<file path="config.mk">
export PLATFORM = sky130hd
export DESIGN_NAME = pwm_peripheral
export DESIGN_NICKNAME = d
export VERILOG_FILES = /design/src/rtl/pwm_peripheral.sv
export SDC_FILE = /design/constraint.sdc
export NUM_CORES = 1
export LEC_CHECK = 0
export ABC_CLOCK_PERIOD_IN_PS = 3320
export BUFFER_PORTS_ARGS = -buffer_cell sky130_fd_sc_hd__buf_4
export CORE_MARGIN = 2
export CORE_UTILIZATION = 30
export CTS_BUF_LIST = sky130_fd_sc_hd__clkbuf_16
export CTS_CLUSTER_DIAMETER = 200
export DETAILED_ROUTE_END_ITERATION = 10
export PLACE_DENSITY = 0.61
export SETUP_SLACK_MARGIN = 0.3
export SYNTH_ARGS = -nofsm -noshare
export SYNTH_HDL_FRONTEND = slang
export SYNTH_SLANG_ARGS = --single-unit
</file>
<file path="constraint.sdc">
create_clock -name SCLK -period 3.32 [get_ports SCLK]
set_clock_uncertainty 0.05 [all_clocks]
set_input_delay 0.664 -clock SCLK [delete_from_list [all_inputs] [get_ports SCLK]]
set_output_delay 0.664 -clock SCLK [all_outputs]
set_load 0.01 [all_outputs]
</file>
<file path="src/rtl/pwm_peripheral.sv">
// 16-channel PWM output stage: prescaled 255-tick period counter, duty shadowed per
// period, per-bit enable / PWM select, all outputs registered.
module pwm_peripheral #(
   parameter int unsigned DIV = 4
) (
   input  logic        SCLK,
   input  logic        rst_n,
   input  logic [7:0]  en_out_lo,
   input  logic [7:0]  en_out_hi,
   input  logic [7:0]  en_pwm_lo,
   input  logic [7:0]  en_pwm_hi,
   input  logic [7:0]  duty,
   output logic [15:0] out,
   output logic        period_start
);

   localparam logic [15:0] PRESC_MAX = 16'(DIV - 1);

   logic [15:0] presc_q, presc_d;
   logic [7:0]  cnt_q, cnt_d;
   logic [7:0]  shadow_q, shadow_d;
   logic [15:0] out_q, out_d;
   logic        wrap_q, wrap_d;
   logic        ps_q;
   logic        tick, pwm;
   logic [15:0] en_out, en_pwm;

   assign en_out = {en_out_hi, en_out_lo};
   assign en_pwm = {en_pwm_hi, en_pwm_lo};

   always_comb begin
      tick    = (presc_q >= PRESC_MAX);
      presc_d = tick ? '0 : presc_q + 16'd1;

      // 255 is unreachable in normal counting; it is folded back to 0 on any cycle
      cnt_d = cnt_q;
      if (cnt_q == 8'd255)
         cnt_d = '0;
      else if (tick)
         cnt_d = (cnt_q == 8'd254) ? '0 : cnt_q + 8'd1;

      wrap_d   = tick && (cnt_q == 8'd254);
      shadow_d = wrap_d ? duty : shadow_q;

      pwm   = (cnt_q < shadow_q);
      out_d = en_out & (~en_pwm | {16{pwm}});
   end

   // wrap_q marks the first cycle with the counter at 0; period_start follows it by
   // one cycle so it lines up with the first output cycle of the new period
   always_ff @(posedge SCLK or negedge rst_n) begin
      if (!rst_n) begin
         presc_q  <= '0;
         cnt_q    <= '0;
         shadow_q <= '0;
         out_q    <= '0;
         wrap_q   <= 1'b0;
         ps_q     <= 1'b0;
      end else begin
         presc_q  <= presc_d;
         cnt_q    <= cnt_d;
         shadow_q <= shadow_d;
         out_q    <= out_d;
         wrap_q   <= wrap_d;
         ps_q     <= wrap_q;
      end
   end

   assign out          = out_q;
   assign period_start = ps_q;

endmodule

</file>
* Yosys cells after proc, flatten, opt, wreduce, memory -nomap -nowiden *
Cells that the tools add are included.

word-level totals
  logic and storage cells = 21
  register bits = 50
  bits of input ports = 42
  output and inout port bits = 17

operators by class
  equal/unequal tests = 2
  reductions and logical operators = 2
  add/subtract/negate cells = 2
  $lt $le $gt $ge = 2
  muxes and demuxes = 4
  bitwise gates (word level) = 3

operators with widths
  operator               count
  $mux 8                 3
  $add 16x1->16 const B  1
  $and 16x16->16         1
  $eq 8x8->1 const B     2
  $ge 16x2->1 const B    1
  $mux 16                1
  $not 16->16            1
  $or 16x16->16          1
  $add 8x1->8 const B    1
  $lt 8x8->1             1
  $reduce_bool 2->1      1
  $logic_and 1x1->1      1

* Longest topological paths before layout *
Gate-level depths: netlist (run 1).

  depth in word-level cells = 4
  depth in mapped cells = 7
  depth with buffers taken out = 6

* Worst setup path before layout (run 1) *
No wires, ideal clock.

  path kind = flip-flop to flip-flop
  start point = reg presc_q[0]
  end point = reg shadow_q[0]
  arrival = 1.532 ns
  period minus slack after synthesis = 1.707 ns
  path slack = 1.613 ns
  cell stages (with the launch flop) = 7
  buffers on the path = 1
  setup time = 0.125 ns
  data required time = 3.145 ns
  cell sequence = dfrtp_1 -> ha_1 -> nor4_2 -> nand4_1 -> and3_1 -> buf_6 -> mux2_4

between the ends
  cells in the longest elaborated chain, start to end = 2

RTL lines
  what                    RTL line  RTL
  from (decl)             19        logic [15:0] presc_q, presc_d;
  from (signal assigned)  60        presc_q <= presc_d;
  $ge 16x2->1             32        tick = (presc_q >= PRESC_MAX);
  $logic_and 1x1->1       42        wrap_d = tick && (cnt_q == 8'd254);
  to (signal assigned)    62        shadow_q <= shadow_d;
  to (decl)               21        logic [7:0] shadow_q, shadow_d;

Every way passes these cells.
A chain may end at the register's enable or synchronous reset.

* Worst setup path after layout (run 1) *
  start point = reg cnt_q[6]
  end point = reg out_q[4], in the netlist out[4]

between the ends
  cells in the longest elaborated chain, start to end = 3

RTL lines
  what                    RTL line  RTL
  from (decl)             20        logic [7:0] cnt_q, cnt_d;
  from (signal assigned)  61        cnt_q <= cnt_d;
  $lt 8x8->1              45        pwm = (cnt_q < shadow_q);
  $or 16x16->16           46        out_d = en_out & (~en_pwm | {16{pwm}});
  $and 16x16->16          46
  named net out_d[4]      22        logic [15:0] out_q, out_d;
  to (signal assigned)    63        out_q <= out_d;
  to (decl)               22

The timed path passes the listed nets, and every way through them passes these cells.

==> results of run 1 <==
[cell families (layout without fill, tap and decap cells)]
logic type | after synthesis | after routing | synth area share, %
DFF | 50 | 50 | 58.0
AOI/OAI and AO/OA | 49 | 49 | 18.9
and+or+nand+nor | 40 | 40 | 12.4
buffers and inverters | 17 | 77 | 4.00
adders and majority gates | 10 | 10 | 5.80
other | 1 | 14 | 0.174
muxes | 1 | 1 | 0.696
[metal layers]
metal	part of all wire, %	global-route usage, %
met5	0	0
met1	44	14.7
met3	5.5	3.08
met4	0.36	2.89
met2	50	18.3
[power by group]
part,internal [mW],switching (mW),leakage (nW),total (mW)
logic,0.242,0.243,0.726,0.484
registers,0.703,0.0883,0.573,0.792
clock network,0.287,0.231,0.0759,0.518
[path summary, 6_finish.rpt]
path	end	from	slack, ns
worst max-delay path	out[4]	cnt_q[6]	1.15
worst min-delay path	period_start	wrap_q	0.30
worst max register to register	out[4]	cnt_q[6]	1.15
worst min register to register	period_start	wrap_q	0.30
max in group asynchronous	out[11]	rst_n	2.46
min in group asynchronous	shadow_q[1]	rst_n	0.34
[worst max-delay path, cell delays in order (launching register included)]
cell and delay (ns):
dfrtp_1 0.46, ha_1 0.34, nand4_1 0.12, o31ai_4 0.80, a21boi_0 0.23
[layout by cell type (no fill, tap or decap), types with 4 or more instances in the layout]
cell type,n
a21boi_0,6
a21boi_2,10
a21oi_1,6
a31oi_1,4
buf_4,59
clkbuf_16,5
conb_1,14
dfrtp_1,50
ha_1,10
inv_1,10
nand2_1,4
nand3_1,9
nor2_1,4
nor3_1,4
o21ai_0,10
[flip-flops by register name (all words and copies together), names as in the netlist]
name / flops
wrap_q: 1
out: 16
cnt_q: 8
period_start: 1
presc_q: 16
shadow_q: 8
[layout make-up]
class	instances	area share [%]
Sequential cell	50	43.6
Multi-Input combinational cell	114	30.2
Timing Repair Buffer	59	15.4
Clock buffer	5	4.36
Tap cell	96	4.18
Inverter	10	1.31
Clock inverter	3	1.00
[metrics by stage]
| step | setup slack [ns] | hold slack, ns | utilization, % | area (um2) | power, mW |
|---|---|---|---|---|---|
| after global placement | 1.21 | 0.302 | 39.6 | 2720 | 1.28 |
| after CTS | 1.11 | 0.300 | 41.8 | 2870 | 1.82 |
| after detailed placement | 1.13 | 0.285 | 39.6 | 2720 | 1.29 |
| final | 1.15 | 0.300 | 41.8 | 2870 | 1.79 |
| after floorplan | 1.61 | 0.281 | - | 2200 | 1.14 |
| after global routing | 0.948 | 0.320 | 41.8 | 2870 | 1.92 |
==> results.json, run 1 <==
{
  "grt_max_degree": 51,
  "multiInputGateArea_um2": 867,
  "nFillCells": 661,
  "cts-root-buf": "clkbuf_16",
  "final_layout_size_suffix_gt1_share_pct": 36.5,
  "end_kind": "flop",
  "cts_inserted_buffers": 5,
  "fmax_mhz": 461,
  "vias": 1501,
  "r2r_cells": 4,
  "fin_cells": 337,
  "cts_tree": "done",
  "wl_um": 4180,
  "outcome": "finished clean",
  "hold_depth": 0,
  "period_share_pct": 65.4,
  "power_density_mw_per_mm2": 624,
  "netlist_top_cells_count": "dfrtp_1, a21boi_2, ha_1, inv_1, o21ai_0",
  "min_path_type": "reg2reg",
  "die_area_mm2": 0.00788,
  "start_util_pct": 31.4,
  "gp_congestion": 0.737,
  "irDropWorstVdd_v": 0.000271,
  "ys_types": 40,
  "seqCellArea_mm2": 0.00125,
  "wl_per_cell_um": 12.4,
  "postSynthAreaPerCell_um2": 12.8,
  "setup_viol": 0,
  "grt_pass1_vias": 1467,
  "slew_headroom_pct": 41.8,
  "slew_violations": 0,
  "io_pins": 59,
  "drc_errors": 0,
  "cp.arrival_ns": 2.24,
  "first_pass_iters": 4,
  "nets": 292,
  "clk_path_buf_depth": 2,
  "synth_largest_area_cell": "dfrtp_1",
  "rsz0062_at_grt": "no",
  "io_buffers": 58,
  "globalRouteTotalUtil_pct": 11.2,
  "syn_area_mm2": 0.00216,
  "start_kind": "flop",
  "drtAntennaViolNets": 0,
  "yosys_warnings": 0,
  "grt_pass1_wl_um": 6820,
  "diodes": 0,
  "required_ns": 3.39,
  "hold_buffers": 0,
  "setup-tns-final_ns": 0,
  "cap_viol_max_count": 0,
  "clock_sink_count": 50,
  "cp_max_fo": 16,
  "core-area_mm2": 0.00687,
  "cts.htree.levels": 2,
  "p_leak_nw": 1.38,
  "synth_ff_type": "dfrtp_1",
  "clock_latency_ns": 0.29,
  "dp.cells": 329,
  "async_flop_share_pct": 100,
  "synth_top_cell_area_share_pct": 58.0,
  "die_w_um": 88.8,
  "syn_to_final_growth_pct": 33.3,
  "final-hold-violation-count": 0,
  "routed_via_density": 4.45,
  "yosys_register_bits": 50,
  "ys_seq_area_share_pct": 58.0,
  "path_clk_slew_ns": 0.07,
  "syn_inst": 168,
  "drt_iter0_markers": 67,
  "postCtsSetupRepairBufs": 0,
  "synth_edf_count": 0,
  "yosysMostFrequentCell": "dfrtp_1",
  "worstMarginPinSlew_ns": 0.869,
  "grt_antenna_before_repair": 0,
  "cts_resized": 0,
  "critical_path_class": "reg2reg",
  "fin_crit_ns": 2.17,
  "grt.overflow.total": 0,
  "dp_hpwl_um": 2980,
  "synth_top_cells_by_area": "dfrtp_1, ha_1, a21boi_2",
  "die_y_um": 88.8,
  "fp-row-count": 30
}
(Power assumes the default switching activity.)
==> run 2: changes to the inputs <==
--- a/config.mk
+++ b/config.mk
@@ -5,14 +5,14 @@
 export SDC_FILE = /design/constraint.sdc
 export NUM_CORES = 1
 export LEC_CHECK = 0
-export ABC_CLOCK_PERIOD_IN_PS = 3320
+export ABC_CLOCK_PERIOD_IN_PS = 1700
 export BUFFER_PORTS_ARGS = -buffer_cell sky130_fd_sc_hd__buf_4
 export CORE_MARGIN = 2
 export CORE_UTILIZATION = 30
 export CTS_BUF_LIST = sky130_fd_sc_hd__clkbuf_16
 export CTS_CLUSTER_DIAMETER = 200
 export DETAILED_ROUTE_END_ITERATION = 10
-export PLACE_DENSITY = 0.61
+export PLACE_DENSITY = 0.62
 export SETUP_SLACK_MARGIN = 0.3
 export SYNTH_ARGS = -nofsm -noshare
 export SYNTH_HDL_FRONTEND = slang
==> constraint.sdc (replaced) <==
create_clock -name SCLK -period 1.7 [get_ports SCLK]
set_clock_uncertainty 0.05 [all_clocks]
set_input_delay 0.34 -clock SCLK [delete_from_list [all_inputs] [get_ports SCLK]]
set_output_delay 0.34 -clock SCLK [all_outputs]
set_load 0.01 [all_outputs]
==> run 2 against run 1 <==
Critical endpoint is now cnt_q[4]. Sequential share of layout area down 6.1 points. Clock power up 150%. Register-to-register slack worse by 1.1 ns. Highest routed layer unchanged. Largest cell class unchanged. Worst hold slack worse by 0.28 ns.
==> results.json, run 2 (synthesis gave the netlist of run 1 again) <==
{
  "cp.arrival_ns": 1.79,
  "final_layout_size_suffix_gt1_share_pct": 55.1,
  "slew_headroom_pct": 57.7,
  "p_leak_nw": 1.52,
  "layout_common_cells": "buf_4, dfrtp_1, conb_1",
  "min_path_type": "in2async",
  "dp.cells": 343,
  "drtAntennaViolNets": 0,
  "slew_violations": 0,
  "grt.overflow.total": 0,
  "seqCellArea_mm2": 0.00125,
  "critical_path_class": "reg2reg",
  "drc_errors": 0,
  "fin_cells": 359,
  "cts.htree.levels": 2,
  "final-hold-violation-count": 0,
  "nets": 314,
  "worstMarginPinSlew_ns": 0.634,
  "syn_to_final_growth_pct": 55.0,
  "cap_viol_max_count": 0,
  "design_area_mm2": 0.00334,
  "required_ns": 1.85,
  "path_clk_slew_ns": 0.07,
  "crit_path_cell_trace": "ha_2, nor4_4, nand4_1, buf_6, and2_4, a221oi_2",
  "slowest_stage": "dfrtp_1",
  "first_pass_iters": 4,
  "fp-row-count": 30,
  "gp_congestion": 0.769,
  "place_area_mm2": 0.00287,
  "clock_sink_count": 50,
  "power_density_mw_per_mm2": 1250,
  "grt_pass1_vias": 1614,
  "end_kind": "flop",
  "hold_buffers": 0,
  "multiInputGateArea_mm2": 0.00108,
  "rsz0062_at_grt": "yes",
  "place_ws_ns": -0.288,
  "cp_max_fo": 7,
  "cts-root-buf": "clkbuf_16",
  "cts_tree": "done",
  "total_power_mw": 4.18,
  "die_area_mm2": 0.00788,
  "slowest_delay_ns": 0.38,
  "period_share_pct": 97.0,
  "nFillCells": 615,
  "clock_latency_ns": 0.29,
  "cts_inserted_buffers": 5,
  "die_y_um": 88.8,
  "wl_um": 4780,
  "irDropWorstVdd_v": 0.000582,
  "io_buffers": 58,
  "diodes": 0,
  "routed_via_density": 4.42,
  "die_w_um": 88.8,
  "fmax_mhz": 607,
  "setup_viol": 0,
  "start_util_pct": 31.4,
  "grt_pass1_wl_um": 7360,
  "vias": 1586,
  "dp_hpwl_um": 3250,
  "clk_path_buf_depth": 2,
  "globalRouteTotalUtil_pct": 12.2,
  "fin_crit_ns": 1.65,
  "finalWorstSetupSlack_ns": 0.0516,
  "io_pins": 59,
  "grt_antenna_before_repair": 0,
  "wl_per_cell_um": 13.3,
  "core-area_mm2": 0.00687,
  "drt_iter0_markers": 91,
  "start_kind": "flop",
  "outcome": "finished clean",
  "final_common_cell": "buf_4",
  "grt_max_degree": 51
}
## run 2: critical path: cells and delay by family (launching register included)
family | cells | cell delay (ns)
AOI/OAI and AO/OA | 1 | 0.24
and+or+nand+nor | 3 | 0.51
buffers and inverters | 1 | 0.19
adders and majority gates | 1 | 0.18
DFF | 1 | 0.38
## run 2: per-stage QoR
| step | setup TNS (ns) | util [%] | hold WS, ns |
|---|---|---|---|
| final | 0 | 48.7 | 0.0211 |
| after global routing | -0.0462 | 48.7 | 0.0684 |
| after CTS | 0 | 46.9 | 0.0498 |
| after detailed placement | -3.46 | 41.7 | 0.289 |
| after global placement | -3.09 | 41.7 | 0.282 |
| after floorplan | 0 | - | -0.00559 |
## run 2: layer usage
metal / track usage [%] / wire, um / share of wire [%] / up-vias
met1: 14.8 / 2010 / 42 / 769
li1: - / - / - / 776
met3: 3.26 / 187 / 3.9 / 7
met2: 21.0 / 2540 / 53 / 34
met4: 4.27 / 44 / 0.92 / 0
met5: 0 / 0 / 0 / -
## run 2: power breakdown
part           internal (mW)  switching, mW  total (mW)
clock network          0.845          0.440        1.29
logic                  0.716          0.701        1.42
registers               1.38         0.0997        1.48
## run 2: layout make-up
cell class	instances	area share [%]
multi-input combinational	114	32.4
inverter	10	1.12
clock buffer	5	3.74
timing repair buffer	81	19.6
clock inverter	3	2.06
sequential	50	37.5
tap	96	3.59
## run 2: path summary, 6_finish.rpt
kind	from	endpoint	slack [ns]	cells past startpoint
hold / removal	rst_n	wrap_q	0.02	1
max in group asynchronous	rst_n	cnt_q[2]	1.12	1
setup / recovery	presc_q[0]	cnt_q[4]	0.05	6
setup reg to reg	presc_q[0]	cnt_q[4]	0.05	6
hold reg to reg	wrap_q	period_start	0.30	0
min in group SCLK	en_pwm_lo[0]	out[0]	0.16	2
## run 2: repair_timing
item,in CTS,in global routing
setup endpoints to repair,33,34
buffers inserted,6,1
endpoints found under the hold margin,0,0
cloned,1,0
pin swaps,11,11
gates resized for setup,33,25
==> run 3: changes to the inputs <==
--- a/config.mk
+++ b/config.mk
@@ -5,14 +5,15 @@
 export SDC_FILE = /design/constraint.sdc
 export NUM_CORES = 1
 export LEC_CHECK = 0
-export ABC_CLOCK_PERIOD_IN_PS = 1700
+export ABC_CLOCK_PERIOD_IN_PS = 2000
 export BUFFER_PORTS_ARGS = -buffer_cell sky130_fd_sc_hd__buf_4
 export CORE_MARGIN = 2
 export CORE_UTILIZATION = 30
 export CTS_BUF_LIST = sky130_fd_sc_hd__clkbuf_16
 export CTS_CLUSTER_DIAMETER = 200
 export DETAILED_ROUTE_END_ITERATION = 10
-export PLACE_DENSITY = 0.62
+export PLACE_DENSITY = 0.61
+export RECOVER_POWER = 50
 export SETUP_SLACK_MARGIN = 0.3
 export SYNTH_ARGS = -nofsm -noshare
 export SYNTH_HDL_FRONTEND = slang
==> constraint.sdc (replaced) <==
create_clock -name SCLK -period 2 [get_ports SCLK]
set_clock_uncertainty 0.05 [all_clocks]
set_input_delay 0.4 -clock SCLK [delete_from_list [all_inputs] [get_ports SCLK]]
set_output_delay 0.4 -clock SCLK [all_outputs]
set_load 0.01 [all_outputs]
==> run 3 against run 2 <==
Combinational power fell by 37%. Final cell count shrank 2.5%. Global-route usage decreased by 0.92 points. First-iteration DRC count decreased by 5.5%. Total power shrank 24%. Sequential power shrank 10%. Clock-buffer cell count unchanged. Largest power group unchanged. Highest routed layer unchanged.
==> results.json, run 3 (synthesis gave the netlist of run 1 again) <==
{
  "outcome": "finished clean",
  "grt.overflow.total": 0,
  "critical_path_class": "reg2reg",
  "p_leak_nw": 1.45,
  "fmax_mhz": 580,
  "clock_latency_ns": 0.29,
  "busiest_layer": "met2",
  "drtAntennaViolNets": 0,
  "path_clk_slew_ns": 0.07,
  "vias": 1546,
  "min-delay-start": "en_pwm_lo[5]",
  "drt_iter0_markers": 86,
  "setup-tns-final_ns": 0,
  "fp-row-count": 30,
  "routed_via_density": 4.42,
  "cp_max_fo": 6,
  "irDropWorstVdd_v": 0.000465,
  "switching_share_pct": 30.2,
  "final_layout_size_suffix_gt1_share_pct": 44.1,
  "nFillCells": 645,
  "slowest_delay_ns": 0.39,
  "nets": 305,
  "syn_to_final_growth_pct": 43.3,
  "grt_use_met2_pct": 17.7,
  "setup_viol": 0,
  "die_w_um": 88.8,
  "start_util_pct": 31.4,
  "grt_pass1_wl_um": 6800,
  "cts_inserted_buffers": 5,
  "power_density_mw_per_mm2": 1030,
  "r2r_start": "presc_q[0]",
  "clk_path_buf_depth": 2,
  "grt_max_degree": 51,
  "seqPwrFrac_pct": 41.8,
  "end_kind": "flop",
  "core-area_mm2": 0.00687,
  "crit_path_cell_trace": "ha_2, nor4_4, nand4_1, buf_6, buf_12, and2_4, a221oi_2",
  "combinationalPowerShare_pct": 28.0,
  "cts_tree": "done",
  "switching_power_mw": 0.962,
  "cts.htree.levels": 2,
  "drc_errors": 0,
  "p_int_mw": 2.23,
  "worstHoldEndpoint": "out[5]",
  "pwr-share-clk_pct": 30.2,
  "fin_cells": 350,
  "first_pass_iters": 4,
  "gp_congestion": 0.741,
  "met3_usage_pct": 3.36,
  "final-hold-violation-count": 0,
  "seqCellArea_mm2": 0.00126,
  "die_y_um": 88.8,
  "clock_sink_count": 50,
  "io_buffers": 58,
  "final_common_cell": "buf_4",
  "fin_crit_ns": 1.73,
  "dp.cells": 334,
  "cp.arrival_ns": 1.87,
  "r2r-end": "cnt_q[4]",
  "slew_violations": 0,
  "required_ns": 2.15,
  "min_path_type": "in2reg",
  "io_pins": 59,
  "worstMarginPinSlew_ns": 1.23,
  "multiInputGateArea_um2": 921,
  "dp_hpwl_um": 3060,
  "slowest_stage": "dfrtp_1",
  "wl_per_cell_um": 12.8,
  "hold_buffers": 0,
  "slew_headroom_pct": 17.9,
  "grt_antenna_before_repair": 0,
  "r2r_cells": 7,
  "startpoint": "presc_q[0]",
  "start_kind": "flop",
  "rsz0062_at_grt": "yes",
  "layout_common_cells": "buf_4, dfrtp_1, conb_1",
  "wl_um": 4480,
  "period_share_pct": 86.3,
  "cts-root-buf": "clkbuf_16",
  "die_area_mm2": 0.00788,
  "reg2reg_slack_ns": 0.27,
  "diodes": 0,
  "globalRouteTotalUtil_pct": 11.3,
  "grtUsageMet1_pct": 15.1,
  "hold_depth": 2,
  "grt_pass1_vias": 1480,
  "cap_viol_max_count": 0
}
## run 3: cell count changes in the layout (fill, tap and decap cells not counted), sizes merged
cell / previous run / this run
buf: 81 / 70
clkbuf: 5 / 7
clkinvlp: 0 / 2
bufinv: 2 / 1
clkinv: 1 / 0
## run 3: critical path: cells and delay by family, from the launching register on
family | cells | cell delay [ns]
flip-flops | 1 | 0.39
buffers and inverters | 2 | 0.29
AND/OR/NAND/NOR | 3 | 0.46
AO/OA/AOI/OAI | 1 | 0.24
adder cells (fa/ha/maj) | 1 | 0.21
## run 3: repair_timing
| action | in CTS | in global routing |
|---|---|---|
| setup buffers | 6 | 1 |
| pin swaps | 2 | 7 |
| resized for setup | 6 | 15 |
| setup endpoints to repair | 26 | 30 |
| gates cloned | 0 | 1 |
## run 3: cell type report
class	count	share of cell area [%]
multi-input cells	114	29.8
clock inverters	3	1.46
repair buffers	72	18.9
inverters	10	1.22
well taps	96	3.89
clock buffers	5	4.05
flip-flops and latches	50	40.7
## run 3: stage by stage
stage	power (mW)	worst slack, ns	area [um2]	hold slack (ns)	utilization (%)
2_1_floorplan	1.89	0.376	2200	0.0544	-
3_3_place_gp	2.16	0.252	2780	0.286	40.5
3_5_place_dp	2.17	0.229	2780	0.286	40.5
4_1_cts	3.19	0.260	3020	0.103	44.0
5_1_grt	3.39	0.118	3090	0.200	45.0
6_report	3.19	0.275	3090	0.214	45.0
## run 3: power by group through the flow
stage	clock network (mW)	logic (mW)	registers [mW]
after global placement	0	0.821	1.34
after detailed placement	0	0.834	1.34
after floorplan	0	0.563	1.32
after global routing	1.04	0.995	1.35
final	0.963	0.892	1.33
after CTS	0.984	0.883	1.32
## run 3: routing by layer
layer  vias to the layer above  routed length [um]
met2                        35                2230
met3                         4                 211
met1                       750                2010
li1                        757                   -
met5                         -                   0
met4                         0                  23
## run 3: worst max-delay path by stage
stage / end / slack [ns] / cells past startpoint
global placement: out[15] / 0.25 / 5
global route: cnt_q[4] / 0.12 / 7
CTS: out[15] / 0.26 / 6
floorplan: out[10] / 0.38 / 5
finish: cnt_q[4] / 0.27 / 7
detailed placement: out[15] / 0.23 / 5
